## src/rtl/oddrx2_pkg.sv

```systemverilog
// Shared types and helpers for the ODDRX2F 4:1 transmit lane.
// State encoding for the lane bring-up sequencer and the nibble width.
package oddrx2_pkg;

   localparam int NIB = 4;

   typedef enum logic [2:0] {
      ST_OFF,
      ST_HOLD,
      ST_STOP,
      ST_SETTLE,
      ST_RUN
   } state_e;

   // Counter width that never collapses to zero bits.
   function automatic int clog2_min1(input int v);
      return (v <= 2) ? 1 : $clog2(v);
   endfunction

endpackage

```

## src/rtl/oddrx2_oe_delay.sv

```systemverilog
// Output-enable delay line for the ODDRX2F lane.
// Shifts oe_i by OE_LAT SCLK cycles so TX_OE lines up with Q.
module oddrx2_oe_delay
   import oddrx2_pkg::*;
#(
   parameter int OE_LAT = 3
) (
   input  logic clk_i,
   input  logic rst_i,
   input  logic oe_i,
   output logic oe_o
);

   if (OE_LAT == 0) begin : g_thru

      assign oe_o = oe_i;

   end else if (OE_LAT == 1) begin : g_one

      logic line_q;

      // Single stage of delay, cleared by reset.
      always_ff @(posedge clk_i) begin
         if (rst_i) line_q <= 1'b0;
         else       line_q <= oe_i;
      end

      assign oe_o = line_q;

   end else begin : g_line

      logic [OE_LAT-1:0] line_q;

      // Shift oe_i in at bit 0; the oldest sample leaves at the top.
      always_ff @(posedge clk_i) begin
         if (rst_i) line_q <= '0;
         else       line_q <= {line_q[OE_LAT-2:0], oe_i};
      end

      assign oe_o = line_q[OE_LAT-1];

   end

endmodule

```

## src/rtl/oddrx2_tx_sequencer.sv

```systemverilog
// ODDRX2F lane controller: bring-up sequencing and word-to-nibble gearbox.
// Everything runs on SCLK; outputs are registered except IN_READY.
module oddrx2_tx_sequencer
   import oddrx2_pkg::*;
#(
   parameter int          WIDTH         = 16,
   parameter int          RST_CYCLES    = 4,
   parameter int          STOP_CYCLES   = 2,
   parameter int          SETTLE_CYCLES = 4,
   parameter logic [3:0]  IDLE_NIBBLE   = 4'h0,
   parameter int          OE_LAT        = 3
) (
   input  logic             SCLK,
   input  logic             RST,
   input  logic             EN,
   input  logic [WIDTH-1:0] IN_DATA,
   input  logic             IN_VALID,
   output logic             IN_READY,
   output logic             D0,
   output logic             D1,
   output logic             D2,
   output logic             D3,
   output logic             ODDR_RST,
   output logic             ECLK_STOP,
   output logic             TX_OE,
   output logic             LINK_UP
);

   localparam int MAXA = (RST_CYCLES > STOP_CYCLES) ?
                         RST_CYCLES : STOP_CYCLES;
   localparam int MAXC = (MAXA > SETTLE_CYCLES) ?
                         MAXA : SETTLE_CYCLES;
   localparam int CW   = clog2_min1(MAXC);
   localparam int NNIB = WIDTH / NIB;
   localparam int NW   = clog2_min1(NNIB);

   localparam logic [CW-1:0] RST_LD    = CW'(RST_CYCLES - 1);
   localparam logic [CW-1:0] STOP_LD   = CW'(STOP_CYCLES - 1);
   localparam logic [CW-1:0] SETTLE_LD = CW'(SETTLE_CYCLES - 1);
   localparam logic [NW-1:0] LAST_NIB  = NW'(NNIB - 1);

   state_e          state_q;
   logic [CW-1:0]   cnt_q;
   logic            odrst_q;
   logic            stop_q;
   logic            link_q;

   logic [WIDTH-1:0] sh_q, sh_d;
   logic [NW-1:0]    nib_q, nib_d;
   logic             busy_q, busy_d;
   logic [3:0]       d_q, d_d;

   logic             in_ready;
   logic             accept;
   logic             last_nib;

   // Bring-up sequencer with registered lane-control outputs.
   always_ff @(posedge SCLK) begin
      if (RST || !EN) begin
         state_q <= ST_OFF;
         cnt_q   <= '0;
         odrst_q <= 1'b1;
         stop_q  <= 1'b0;
         link_q  <= 1'b0;
      end else begin
         unique case (state_q)
            ST_OFF: begin
               state_q <= ST_HOLD;
               cnt_q   <= RST_LD;
               odrst_q <= 1'b1;
            end
            ST_HOLD: begin
               if (cnt_q == '0) begin
                  state_q <= ST_STOP;
                  cnt_q   <= STOP_LD;
                  stop_q  <= 1'b1;
               end else begin
                  cnt_q <= cnt_q - 1'b1;
               end
            end
            ST_STOP: begin
               if (cnt_q == '0) begin
                  state_q <= ST_SETTLE;
                  cnt_q   <= SETTLE_LD;
                  stop_q  <= 1'b0;
                  odrst_q <= 1'b0;
               end else begin
                  cnt_q <= cnt_q - 1'b1;
               end
            end
            ST_SETTLE: begin
               if (cnt_q == '0) begin
                  state_q <= ST_RUN;
                  link_q  <= 1'b1;
               end else begin
                  cnt_q <= cnt_q - 1'b1;
               end
            end
            ST_RUN: begin
               link_q <= 1'b1;
            end
            default: begin
               state_q <= ST_OFF;
               cnt_q   <= '0;
               odrst_q <= 1'b1;
               stop_q  <= 1'b0;
               link_q  <= 1'b0;
            end
         endcase
      end
   end

   assign last_nib = (nib_q == LAST_NIB);
   assign in_ready = !RST && EN && (state_q == ST_RUN) &&
                     (!busy_q || last_nib);
   assign accept   = in_ready && IN_VALID;

   // Gearbox: load on accept, otherwise step through the word.
   always_comb begin
      sh_d   = sh_q;
      nib_d  = nib_q;
      busy_d = busy_q;
      d_d    = d_q;
      if (!EN || state_q != ST_RUN) begin
         sh_d   = '0;
         nib_d  = '0;
         busy_d = 1'b0;
         d_d    = IDLE_NIBBLE;
      end else if (accept) begin
         d_d    = IN_DATA[NIB-1:0];
         sh_d   = IN_DATA >> NIB;
         nib_d  = '0;
         busy_d = 1'b1;
      end else if (busy_q && !last_nib) begin
         d_d    = sh_q[NIB-1:0];
         sh_d   = sh_q >> NIB;
         nib_d  = nib_q + 1'b1;
      end else begin
         sh_d   = '0;
         nib_d  = '0;
         busy_d = 1'b0;
         d_d    = IDLE_NIBBLE;
      end
   end

   // Gearbox state and the registered nibble on D0..D3.
   always_ff @(posedge SCLK) begin
      if (RST) begin
         sh_q   <= '0;
         nib_q  <= '0;
         busy_q <= 1'b0;
         d_q    <= IDLE_NIBBLE;
      end else begin
         sh_q   <= sh_d;
         nib_q  <= nib_d;
         busy_q <= busy_d;
         d_q    <= d_d;
      end
   end

   // busy_q is high exactly while a data nibble sits on D.
   oddrx2_oe_delay #(
      .OE_LAT (OE_LAT)
   ) u_oe_delay (
      .clk_i (SCLK),
      .rst_i (RST),
      .oe_i  (busy_q),
      .oe_o  (TX_OE)
   );

   assign IN_READY          = in_ready;
   assign {D3, D2, D1, D0}  = d_q;
   assign ODDR_RST          = odrst_q;
   assign ECLK_STOP         = stop_q;
   assign LINK_UP           = link_q;

endmodule

```

## config.mk

```make
export PLATFORM = sky130hd
export DESIGN_NAME = oddrx2_tx_sequencer
export DESIGN_NICKNAME = d
export VERILOG_FILES = /design/src/rtl/oddrx2_pkg.sv /design/src/rtl/oddrx2_oe_delay.sv /design/src/rtl/oddrx2_tx_sequencer.sv
export SDC_FILE = /design/constraint.sdc
export NUM_CORES = 1
export LEC_CHECK = 0
export CAP_MARGIN = 20
export CELL_PAD_IN_SITES_DETAIL_PLACEMENT = 1
export CELL_PAD_IN_SITES_GLOBAL_PLACEMENT = 1
export CORE_MARGIN = 2
export CORE_UTILIZATION = 34
export CTS_BUF_LIST = sky130_fd_sc_hd__clkbuf_2
export CTS_CLUSTER_DIAMETER = 50
export DETAILED_ROUTE_END_ITERATION = 16
export PLACE_DENSITY = 0.82
export SYNTH_ARGS = -nofsm -noshare
export SYNTH_HDL_FRONTEND = slang
export SYNTH_SLANG_ARGS = --single-unit
```

## constraint.sdc

```tcl
create_clock -name SCLK -period 1.8 [get_ports SCLK]
set_clock_uncertainty 0.05 [all_clocks]
set_input_delay 0.45 -clock SCLK [delete_from_list [all_inputs] [get_ports SCLK]]
set_output_delay 0.45 -clock SCLK [all_outputs]
set_load 0.01 [all_outputs]
```

==> impl_metrics.env <==
export IMPL_report_final_setup_viol=1
export IMPL_critPathLaunch="state_q[1]"
export IMPL_initial_utilization_pct=36.5
export IMPL_post_route_drc_count=0
export IMPL_combPwrFrac_pct=8.0
export IMPL_overflow=0
export IMPL_cts_buffers=5
export IMPL_place_detailed_hpwl_um=2140
export IMPL_ys_async_sr_fraction_pct=0
export IMPL_antenna_cells=0
export IMPL_crit_path_max_fanout=2
export IMPL_clk_path_buf_depth=2
export IMPL_holdBufCountCts=0
export IMPL_path_buf_inv=1
export IMPL_cp_required_ps=1300
export IMPL_r2r_start="cnt_q[0]"
export IMPL_ant_nets=0
export IMPL_synth_distinct_cells=32
export IMPL_worst_hold_slack_ps=402
export IMPL_die_h_um=64.5
export IMPL_synth_most_common_cell="dfxtp_1"
export IMPL_cts_sinks=30
export IMPL_dr_total_vias=1061
export IMPL_wire_per_inst_um=14.2
export IMPL_rsz0062_at_grt="true"
export IMPL_critPathMaxStageDelay_ps=350
export IMPL_io_pins=29
export IMPL_r2r_end="ECLK_STOP"
export IMPL_period_needed_ps=1910
export IMPL_tns_ps=-106
export IMPL_hp_class="register to register"
export IMPL_finalHoldViolCount=0
export IMPL_grt_usage_pct=16.0
export IMPL_synthFlopType="dfxtp_1"
export IMPL_routabilityCongestion=0.713
export IMPL_power_uw=1390
export IMPL_violations="negative setup slack"
export IMPL_crit_chain="nand2b_4 > or3_4 > nor2_4 > buf_6"
export IMPL_path_class="register to primary output"
export IMPL_antenna_found_initial=0
export IMPL_synth_edf_count=0
export IMPL_timing_final_crit_share_pct=106
export IMPL_synth_nets=156
export IMPL_grt_pass1_vias=1121
export IMPL_via_per_inst=4.96
export IMPL_yosysTopAreaCell="dfxtp_1"
export IMPL_synth_top_cell_area_share_pct=48.2
export IMPL_power_share_sequential_pct=48.5
export IMPL_grt_max_degree=18
export IMPL_p_int_uw=1110
export IMPL_dieArea_um2=4170
export IMPL_syn2layout_area_growth_pct=37.4
export IMPL_grt_pass1_wl_um=5070
export IMPL_cts_tree="yes"
export IMPL_r2r_cells=5
export IMPL_seq_area_frac_synth_pct=48.2
export IMPL_outcome="finished with violations"
export IMPL_clockPowerShare_pct=43.5
export IMPL_cp_arrival_ps=1410
export IMPL_relSlewSlack_pct=61.8
export IMPL_die_w_um=64.5
export IMPL_syn_area_um2=1250
export IMPL_cts_clk_slew_worst_paths_ps=150
export IMPL_worstSetupEndpoint="IN_READY"
export IMPL_fin_ws_ps=-106
export IMPL_io_buffer_count=28
export IMPL_netSwitchingPower_uw=289
export IMPL_end_kind="primary output"
export IMPL_wl_um=3040
export IMPL_root_buffer="clkbuf_2"
export IMPL_worstMarginPinSlew_ps=573
export IMPL_fin_nets=190
export IMPL_insertion_delay_ps=360
export IMPL_max_freq_mhz=525
export IMPL_r2r_slack_ps=250
export IMPL_slew_viol_final=0
export IMPL_fp_coreArea_um2=3420
export IMPL_power_leakage_uw=0.000762
export IMPL_fp_row_count=21
export IMPL_drt_initial_drc_count=25
export IMPL_ys_top_cells_by_area="dfxtp_1, a21oi_2, nand3_1"
export IMPL_yosysWarnings=0
export IMPL_firstDrtPassIters=3
export IMPL_yosys_top_cells_count="dfxtp_1, nand2_1, nand3_1"
export IMPL_cp_depth=4
export IMPL_drv_cap=0
export IMPL_ys_ff_latch=30
export IMPL_swShare_pct=20.8
export IMPL_h_tree_depth=2
export IMPL_syn_area_per_cell_um2=9.37
export IMPL_worst_setup_path_start_kind="register"
export IMPL_syn_inst=133
export IMPL_peakVddDrop_mv=0.545
export IMPL_preCtsSetupSlack_ps=-777
export IMPL_slowest_stage="dfxtp_2"
export IMPL_drive_gt1_share_pct=20.8
export IMPL_p_per_area_nw_per_um2=814
export IMPL_cpLargestDelayFamily="simple AND/OR/NAND/NOR gates"
[state kept, by name, summed over array words and instances, names as in the netlist]
name and flops:
ODDR_RST 1, nib_q 2, ECLK_STOP 1, d_q 4, LINK_UP 1, sh_q 12, u_oe_delay.g_line.line_q 3, state_q 3
cnt_q 2, busy_q 1
[power groups by stage]
stage          sequential (uW)  combinational (uW)  clock, uW
2_1_floorplan              690                49.6          0
3_5_place_dp               690                 111          0
6_report                   676                 112        606
5_1_grt                    678                 124        655
4_1_cts                    676                 111        620
3_3_place_gp               689                 106          0
[layout by cell type, fill, tap and decap left out, types with 6 or more instances in the layout]
| cell type | instances |
|---|---|
| a21oi_1 | 6 |
| a21oi_2 | 8 |
| buf_4 | 9 |
| clkdlybuf4s50_1 | 18 |
| dfxtp_1 | 25 |
| dlymetal6s2s_1 | 7 |
| nand2_1 | 16 |
| nand3_1 | 12 |
| nor3_1 | 7 |
[logic make-up after synthesis]
logic type,after synthesis,synth area share [%]
and+or+nand+nor,61,27.7
DFF,30,48.2
AOI/OAI and AO/OA,23,13.4
buffers and inverters,15,7.03
adders and majority gates,3,3.01
xor gates and xnor gates,1,0.703
[area by class of cell]
type                       instances  area (um^2)
multi-input combinational         88          576
fill                             404         1700
tap                               46         57.6
clock buffer                       5         25.0
sequential                        30          607
timing repair buffer              37          365
inverter                           5         18.8
clock inverter                     3         63.8
[through the flow]
step	util (%)	cells	area [um^2]
floorplan	-	133	1250
detailed placement	46.5	206	1590
finish	50.1	214	1710
global route	50.1	214	1710
CTS	49.5	214	1690
global placement	46.5	206	1590
[how the worst min path moves through the flow]
stage | slack, ps | depth (start not counted) | end | from
2_1_floorplan | 360 | 1 | nib_q[0] | nib_q[0]
3_3_place_gp | 370 | 1 | nib_q[0] | nib_q[0]
3_5_place_dp | 380 | 1 | nib_q[0] | nib_q[0]
4_1_cts | 400 | 1 | nib_q[0] | nib_q[0]
5_1_grt | 430 | 1 | nib_q[0] | nib_q[0]
6_report | 400 | 2 | d_q[1] | sh_q[1]
[layer usage]
metal	routed length [um]	track usage, %
met1	1200	17.3
met3	122	4.86
met5	0	0
met4	68	6.38
met2	1640	29.0
[tightest hold or removal path, delay by kind of cell (launching register included)]
| kind | cells | cell delay (ps) |
|---|---|---|
| compound gates | 1 | 50 |
| flops | 1 | 330 |
| simple gates | 1 | 50 |
[repair_timing]
action	4_1_cts	5_1_grt
endpoints found under the setup margin	2	8
buffers inserted	0	0
gates resized for setup	12	10
pin swaps	2	1
Note: power is estimated with default switching activity, not from simulation.
